$ cat src/rtl/byte_receiver_if.sv
// Bundles the serial input and word-handshake signals of the JTAG byte
// receiver. The TAP side (master) drives enable, tdi and out_ready; the
// receiver (slave) presents the assembled word and its status flags.

interface byte_receiver_if #(
    parameter int WIDTH = 32
);
    localparam int COUNT_W = $clog2(WIDTH + 1);

    logic               enable;
    logic               tdi;
    logic [WIDTH-1:0]   out;
    logic               out_valid;
    logic               out_ready;
    logic               done;
    logic [COUNT_W-1:0] bit_count;
    logic               overflow;

    modport master (
        output enable,
        output tdi,
        output out_ready,
        input  out,
        input  out_valid,
        input  done,
        input  bit_count,
        input  overflow
    );

    modport slave (
        input  enable,
        input  tdi,
        input  out_ready,
        output out,
        output out_valid,
        output done,
        output bit_count,
        output overflow
    );
endinterface

$ cat src/rtl/byte_receiver.sv
// JTAG data-path deserializer. Samples TDI MSB first on every TCK rising
// edge while enable is high and assembles WIDTH-bit words back to back.
// Each completed word lands in a valid/ready holding register; a word that
// completes while the holding register is still full is dropped and the
// sticky overflow flag is raised.

module byte_receiver #(
    parameter int WIDTH = 32
) (
    input  logic            clk_tck,
    input  logic            reset,
    byte_receiver_if.slave  bus
);
    localparam int COUNT_W = $clog2(WIDTH + 1);

    localparam logic [0:0] IDLE  = 1'b0;
    localparam logic [0:0] SHIFT = 1'b1;

    logic [0:0]         state;
    // Only the low WIDTH-1 bits are ever needed: the top bit of a word is
    // shifted out at the very edge that completes it.
    logic [WIDTH-2:0]   sr;
    logic [COUNT_W-1:0] bit_count_q;
    logic [WIDTH-1:0]   out_q;
    logic               out_valid_q;
    logic               done_q;
    logic               overflow_q;

    logic [WIDTH-1:0]   next_word;
    logic               word_complete;
    logic               accept;

    assign next_word     = {sr, bus.tdi};
    assign word_complete = bus.enable && (bit_count_q == COUNT_W'(WIDTH - 1));
    assign accept        = out_valid_q && bus.out_ready;

    // Shift path: capture one bit per edge while enabled, wrap the counter
    // at a word boundary, and discard any partial word when enable drops.
    always_ff @(posedge clk_tck or posedge reset) begin
        if (reset) begin
            state       <= IDLE;
            sr          <= '0;
            bit_count_q <= '0;
        end else if (bus.enable) begin
            state <= SHIFT;
            sr    <= next_word[WIDTH-2:0];
            if (word_complete) begin
                bit_count_q <= '0;
            end else begin
                bit_count_q <= bit_count_q + COUNT_W'(1);
            end
        end else if (state == SHIFT) begin
            state       <= IDLE;
            sr          <= '0;
            bit_count_q <= '0;
        end
    end

    // Holding register: load a finished word when the slot is free or being
    // emptied on the same edge, otherwise drop it and flag overflow.
    always_ff @(posedge clk_tck or posedge reset) begin
        if (reset) begin
            out_q       <= '0;
            out_valid_q <= 1'b0;
            overflow_q  <= 1'b0;
        end else if (word_complete) begin
            if (!out_valid_q || bus.out_ready) begin
                out_q       <= next_word;
                out_valid_q <= 1'b1;
            end else begin
                overflow_q <= 1'b1;
            end
        end else if (accept) begin
            out_valid_q <= 1'b0;
        end
    end

    // One-cycle completion pulse, raised whether the word was kept or dropped.
    always_ff @(posedge clk_tck or posedge reset) begin
        if (reset) begin
            done_q <= 1'b0;
        end else begin
            done_q <= word_complete;
        end
    end

    assign bus.out       = out_q;
    assign bus.out_valid = out_valid_q;
    assign bus.done      = done_q;
    assign bus.bit_count = bit_count_q;
    assign bus.overflow  = overflow_q;

endmodule
$ cat src/flat_wrapper.sv
// flat-port wrapper written by rule: the top's interface ports become plain ports
module byte_receiver_flat 
#(
    parameter int WIDTH = 32
)
  (clk_tck, reset, bus_enable, bus_tdi, bus_out_ready, bus_out, bus_out_valid, bus_done, bus_bit_count, bus_overflow);
  byte_receiver_if #(.WIDTH(WIDTH)) bus_i ();
  input  logic clk_tck;
  input  logic reset;
  input wire logic [$bits(bus_i.enable)-1:0] bus_enable;
  input wire logic [$bits(bus_i.tdi)-1:0] bus_tdi;
  input wire logic [$bits(bus_i.out_ready)-1:0] bus_out_ready;
  output wire logic [$bits(bus_i.out)-1:0] bus_out;
  output wire logic [$bits(bus_i.out_valid)-1:0] bus_out_valid;
  output wire logic [$bits(bus_i.done)-1:0] bus_done;
  output wire logic [$bits(bus_i.bit_count)-1:0] bus_bit_count;
  output wire logic [$bits(bus_i.overflow)-1:0] bus_overflow;
  assign bus_i.enable = bus_enable;
  assign bus_i.tdi = bus_tdi;
  assign bus_i.out_ready = bus_out_ready;
  assign bus_out = bus_i.out;
  assign bus_out_valid = bus_i.out_valid;
  assign bus_done = bus_i.done;
  assign bus_bit_count = bus_i.bit_count;
  assign bus_overflow = bus_i.overflow;
  byte_receiver #(.WIDTH(WIDTH)) u_core (.clk_tck(clk_tck), .reset(reset), .bus(bus_i));
endmodule
$ cat config.mk
export PLATFORM = sky130hd
export DESIGN_NAME = byte_receiver_flat
export DESIGN_NICKNAME = d
export VERILOG_FILES = /design/src/rtl/byte_receiver_if.sv /design/src/rtl/byte_receiver.sv /design/src/flat_wrapper.sv
export SDC_FILE = /design/constraint.sdc
export NUM_CORES = 1
export LEC_CHECK = 0
export CAP_MARGIN = 20
export CORE_UTILIZATION = 60
export CTS_BUF_LIST = sky130_fd_sc_hd__clkbuf_4 sky130_fd_sc_hd__clkbuf_8
export DETAILED_ROUTE_END_ITERATION = 10
export PLACE_DENSITY = 0.95
export REMOVE_ABC_BUFFERS = 1
export SYNTH_ARGS = -nofsm -noshare
export SYNTH_HDL_FRONTEND = slang
export SYNTH_SLANG_ARGS = --single-unit
$ cat constraint.sdc
create_clock -name clk_tck -period 3.15 [get_ports clk_tck]
set_input_delay 0.315 -clock clk_tck [delete_from_list [all_inputs] [get_ports clk_tck]]
set_output_delay 0.315 -clock clk_tck [all_outputs]
set_load 0.03 [all_outputs]
# Word-level counts from Yosys, hierarchy flattened
# Cells that the tools add are included.
# word_totals
ff_bits,73
latchBits,0
ram_bits,0
rom_bits,0
in_bits,5
out_inout_bits,41
n_memories,0
# classes
n_addsub,1
mul,0
div,0
magnitude_cmp,0
n_eq_ne,2
shifts,0
mux,9
bitwise,1
n_reduce_logical,9
# op_table
op,n
two-way mux 31 bit,2
two-way mux 6 bit,3
adder 6 x 1 -> 6 bit (second input constant),1
equality test 6 x 5 -> 1 bit (second input constant),1
AND reduction 2 bit,3
two-way mux 1 bit,4
nonzero test 2 bit,2
logical AND 1 bit,2
inequality test 2 bit (second input constant),1
logical NOT 1 bit,1
logical OR 1 bit,1
NOT 1 bit,1

# Longest topological paths before layout
# depth
depth_word,4
mapped_depth,5
mapped_depth_nobuf,4

# Worst setup path after synthesis
# No wires, ideal clock.
# synth_path
path_kind,register -> register
from,reg u_core.bit_count_q[0] (netlist: u_core.bus.bit_count[0])
to,reg u_core.out_q[0] (netlist: u_core.bus.out[0])
setup_ps,125
arrival_time_ps,1603
path_slack_ps,1422
stages_incl_launch_ff,6
n_path_buf,1
period_less_slack_ps,1728
path_cell_list,dfrtp_1 -> ha_1 -> and3_4 -> nand4_4 -> buf_6 -> mux2_4
# synth_via
elab_chain_len,3
# synth_rtl
item,line_no,source
"start, declared",byte_receiver.sv:23,logic [COUNT_W-1:0] bit_count_q;
"start signal, assigned",byte_receiver.sv:50,bit_count_q <= bit_count_q + COUNT_W'(1);
equality test 6 x 5 -> 1 bit,byte_receiver.sv:34,assign word_complete = bus.enable && (bit_count_q == COUNT_W'(WIDTH - 1));
logical AND 1 bit,byte_receiver.sv:34,
AND reduction 2 bit (no line),n/a,
"end signal, assigned",byte_receiver.sv:68,out_q <= next_word;
"end, declared",byte_receiver.sv:24,logic [WIDTH-1:0] out_q;
# Every way passes these cells.
# A chain may end at the register's enable or synchronous reset.

# Final worst setup path
# layout_path
from,reg u_core.bit_count_q[0] (netlist: u_core.bus.bit_count[0])
to,reg u_core.out_q[3] (netlist: u_core.bus.out[3])
# The elaborated chain is that of the path after synthesis.

==> results.tsv <==
stage	metric	value	unit
outcome	status	finished clean	
clock_network	setup repair bufs after CTS	0	
logic_synthesis	#FFs+latches synth	73	
floorplan	Die ar.	5410	um2
critical_path	kind of critical path	register to register	
critical_path	Worst EP arrival	2.46	ns
global_route	GRT Total Usage	25.6	%
power_and_ir_drop	clock power share	45.3	%
power_and_ir_drop	P_int	1.53	mW
power_and_ir_drop	VDD IR max	0.000351	V
logic_synthesis	post-synthesis cell type count	27	
clock_network	Clock transition at path regs	0.08	ns
clock_network	# hold bufs at CTS	0	
clock_network	Clock Path Buffers	2	
critical_path	Setup crit start kind	register	
critical_path	WP buf/inv	0	
global_route	initial antenna violation count	0	
sta	worst-margin pin slew	0.955	ns
floorplan	Boundary Pins	46	
sta	clk_skew	0.00806	ns
clock_network	CTS Buf Count	9	
power_and_ir_drop	total power	1.95	mW
power_and_ir_drop	PwrDens	515	nW/um2
global_route	vias in the first global route	2031	
clock_network	root buf cell	clkbuf_8	
clock_network	Skew-Pair Late Insertion Delay	0.34	ns
sta	Hold Vio Cnt, Final	0	
critical_path	reg2reg setup slack	0.91	ns
place	Place WS	0.838	ns
critical_path	CP max FO	32	
critical_path	slowest cell on the critical path	nand4_4	
power_and_ir_drop	switching part of the total power	21.6	%
sta	Tmin final	2.24	ns
power_and_ir_drop	Logic pwr share	4.9	%
global_route	largest net degree at the start of global routing	73	
critical_path	CP endpoint kind	register	
drt	Via density	5.55	
critical_path	worst path cell trace	ha_1, and3_4, nand4_4, mux2_4	
critical_path	Worst Reg2Reg Path Length in Cells	4	
run	Max-cap violations	0	
place	IO Port Bufs	45	
sta	Setup-failing EPs final	0	
critical_path	critical path endpoint	u_core.bus.out[3]	
place	Post-DP HPWL	3370	um
worst_hold_path	HP Class	input pin to async pin	
sta	RSZ-0062 raised after global routing	false	
drt	DR vias	2013	
drt	drt wl/cell	16.6	um
floorplan	Core Box Area	4820	um2
place	routability cong.	0.772	
drt	wirelength, routed	6020	um
critical_path	crit-path leading delay family	simple AND/OR/NAND/NOR gates	
layout	layout cell share with drive strength beyond 1	18.9	%
clock_network	H-tree Lvls	3	
global_route	first-pass GRT wire length	9980	um
sta	Fmax achieved	0.446	GHz
layout	commonest non-fill, non-tap cell in the layout	dfrtp_1	
logic_synthesis	Mapped Area	3070	um2
logic_synthesis	Synth Warn #	0	
clock_network	Resize count post-CTS	0	
sta	Worst Setup Slack, final	0.909	ns
floorplan	die width	73.5	um
drt	DR DRC count	0	
sta	Max-slew headroom	36.3	%
floorplan	Die H	73.5	um
sta	period utilization	71.1	%
layout	area grow syn2layout	23.3	%
layout	n_diodes	0	
logic_synthesis	Cells after Synth	246	
power_and_ir_drop	P_sw	0.421	mW
drt	DR iter-0 viols	154	
critical_path	CP max stage delay	0.64	ns
sta	fin. max-slew vios	0	
power_and_ir_drop	sequential share of power	49.9	%
sta	setup_tns	0	ns
clock_network	clock sinks	73	
floorplan	Initial Util	63.7	%
critical_path	worst r2r src	u_core.bus.bit_count[0]	
critical_path	WP depth	4	
drt	DR pass1 iterations	5	
power_and_ir_drop	P_leak	1.82	nW
logic_synthesis	synthesized area per cell	12.5	um2
layout	# nets final	297	
critical_path	Reg-to-Reg End	u_core.bus.out[3]	
layout	most frequent cells in the layout	73 x dfrtp_1, 44 x clkdlybuf4s50_1, 37 x nand2_1	
drt	Antenna Violating Nets Remaining	0	
global_route	Remaining Overflow, GRT	0	
critical_path	Worst EP required	3.37	ns
clock_network	CTS tree	done	
logic_synthesis	sequential area share after synthesis	59.5	%
critical_path	worst setup path start	u_core.bus.bit_count[0]	
floorplan	Cell Rows	25	
-- cell type report --
type                            count  area [um2]
Clock inverter                      6         105
Clock buffer                       10         138
Inverter                            2        7.51
Timing Repair Buffer               48         468
Tap cell                           67        83.8
Fill cell                         311        1030
Multi-Input combinational cell    157        1160
Sequential cell                    73        1830
-- cells by family after synthesis --
group | count (synthesis) | share of synthesized area, %
buffers and inverters | 16 | 2.77
adders and majority gates | 1 | 0.407
muxes | 32 | 15.4
AOI/OAI and AO/OA | 43 | 7.70
DFF | 73 | 59.5
and+or+nand+nor | 80 | 13.9
xor gates and xnor gates | 1 | 0.285
-- sequential cells by signal, indices dropped and copies added (netlist names) --
register	flops
u_core.bus.out	32
u_core.sr	31
u_core.bus.bit_count	6
u_core.bus.done	1
u_core.bus.out_valid	1
u_core.bus.overflow	1
u_core.state	1
-- synthesized netlist by cell type (all sizes together) --
cell type  number  area, um2
a22o            1       8.76
o21bai          1       7.51
and3b           1       8.76
a22oi           3       22.5
and3            2       17.5
nand3           2       10.0
clkbuf          7       26.3
nor2b           2       12.5
nand2          37        139
a21o            1       7.51
nand4           1       21.3
ha              1       12.5
and2b           1       7.51
o21ai          36        180
nor2            1       3.75
nand2b         32        200
nor3b           1       7.51
a21bo           1       10.0
inv             2       7.51
buf             7       51.3
mux2           32        473
dfrtp          73       1830
xor2            1       8.76
-- worst min-delay path by stage --
stage                     endpoint  slack [ns]  cells past startpoint
2_1_floorplan         u_core.state        0.35                      0
3_3_place_gp   u_core.bus.overflow        0.46                      1
3_5_place_dp   u_core.bus.overflow        0.47                      1
4_1_cts         u_core.bus.out[22]        0.44                      2
5_1_grt        u_core.bus.overflow        0.51                      1
6_report             u_core.sr[12]        0.43                      2
-- routing by layer --
| metal | GRT usage [%] | up-vias | wire length (um) |
|---|---|---|---|
| met4 | 10.7 | 0 | 112 |
| met3 | 6.58 | 11 | 246 |
| li1 | - | 914 | - |
| met2 | 40.4 | 74 | 3010 |
| met5 | 0 | - | 0 |
| met1 | 34.0 | 1014 | 2650 |
-- per-stage QoR --
stage	hold WS (ns)	std cells	cell area (um2)	utilization (%)
finish	0.432	363	3790	78.6
global route	0.506	363	3790	78.6
CTS	0.436	363	3790	78.6
detailed placement	0.470	347	3540	73.6
global placement	0.465	347	3540	73.6
floorplan	0.346	232	2990	-
-- power by group through the flow --
| stage | clock network [mW] | registers [mW] | logic (mW) |
|---|---|---|---|
| floorplan | 0 | 0.999 | 0.0377 |
| global placement | 0 | 0.988 | 0.0922 |
| detailed placement | 0 | 0.989 | 0.0950 |
| CTS | 0.895 | 0.971 | 0.0961 |
| global route | 0.933 | 0.974 | 0.107 |
| finish | 0.882 | 0.972 | 0.0950 |
No activity file was read; power rests on OpenSTA's default activity.
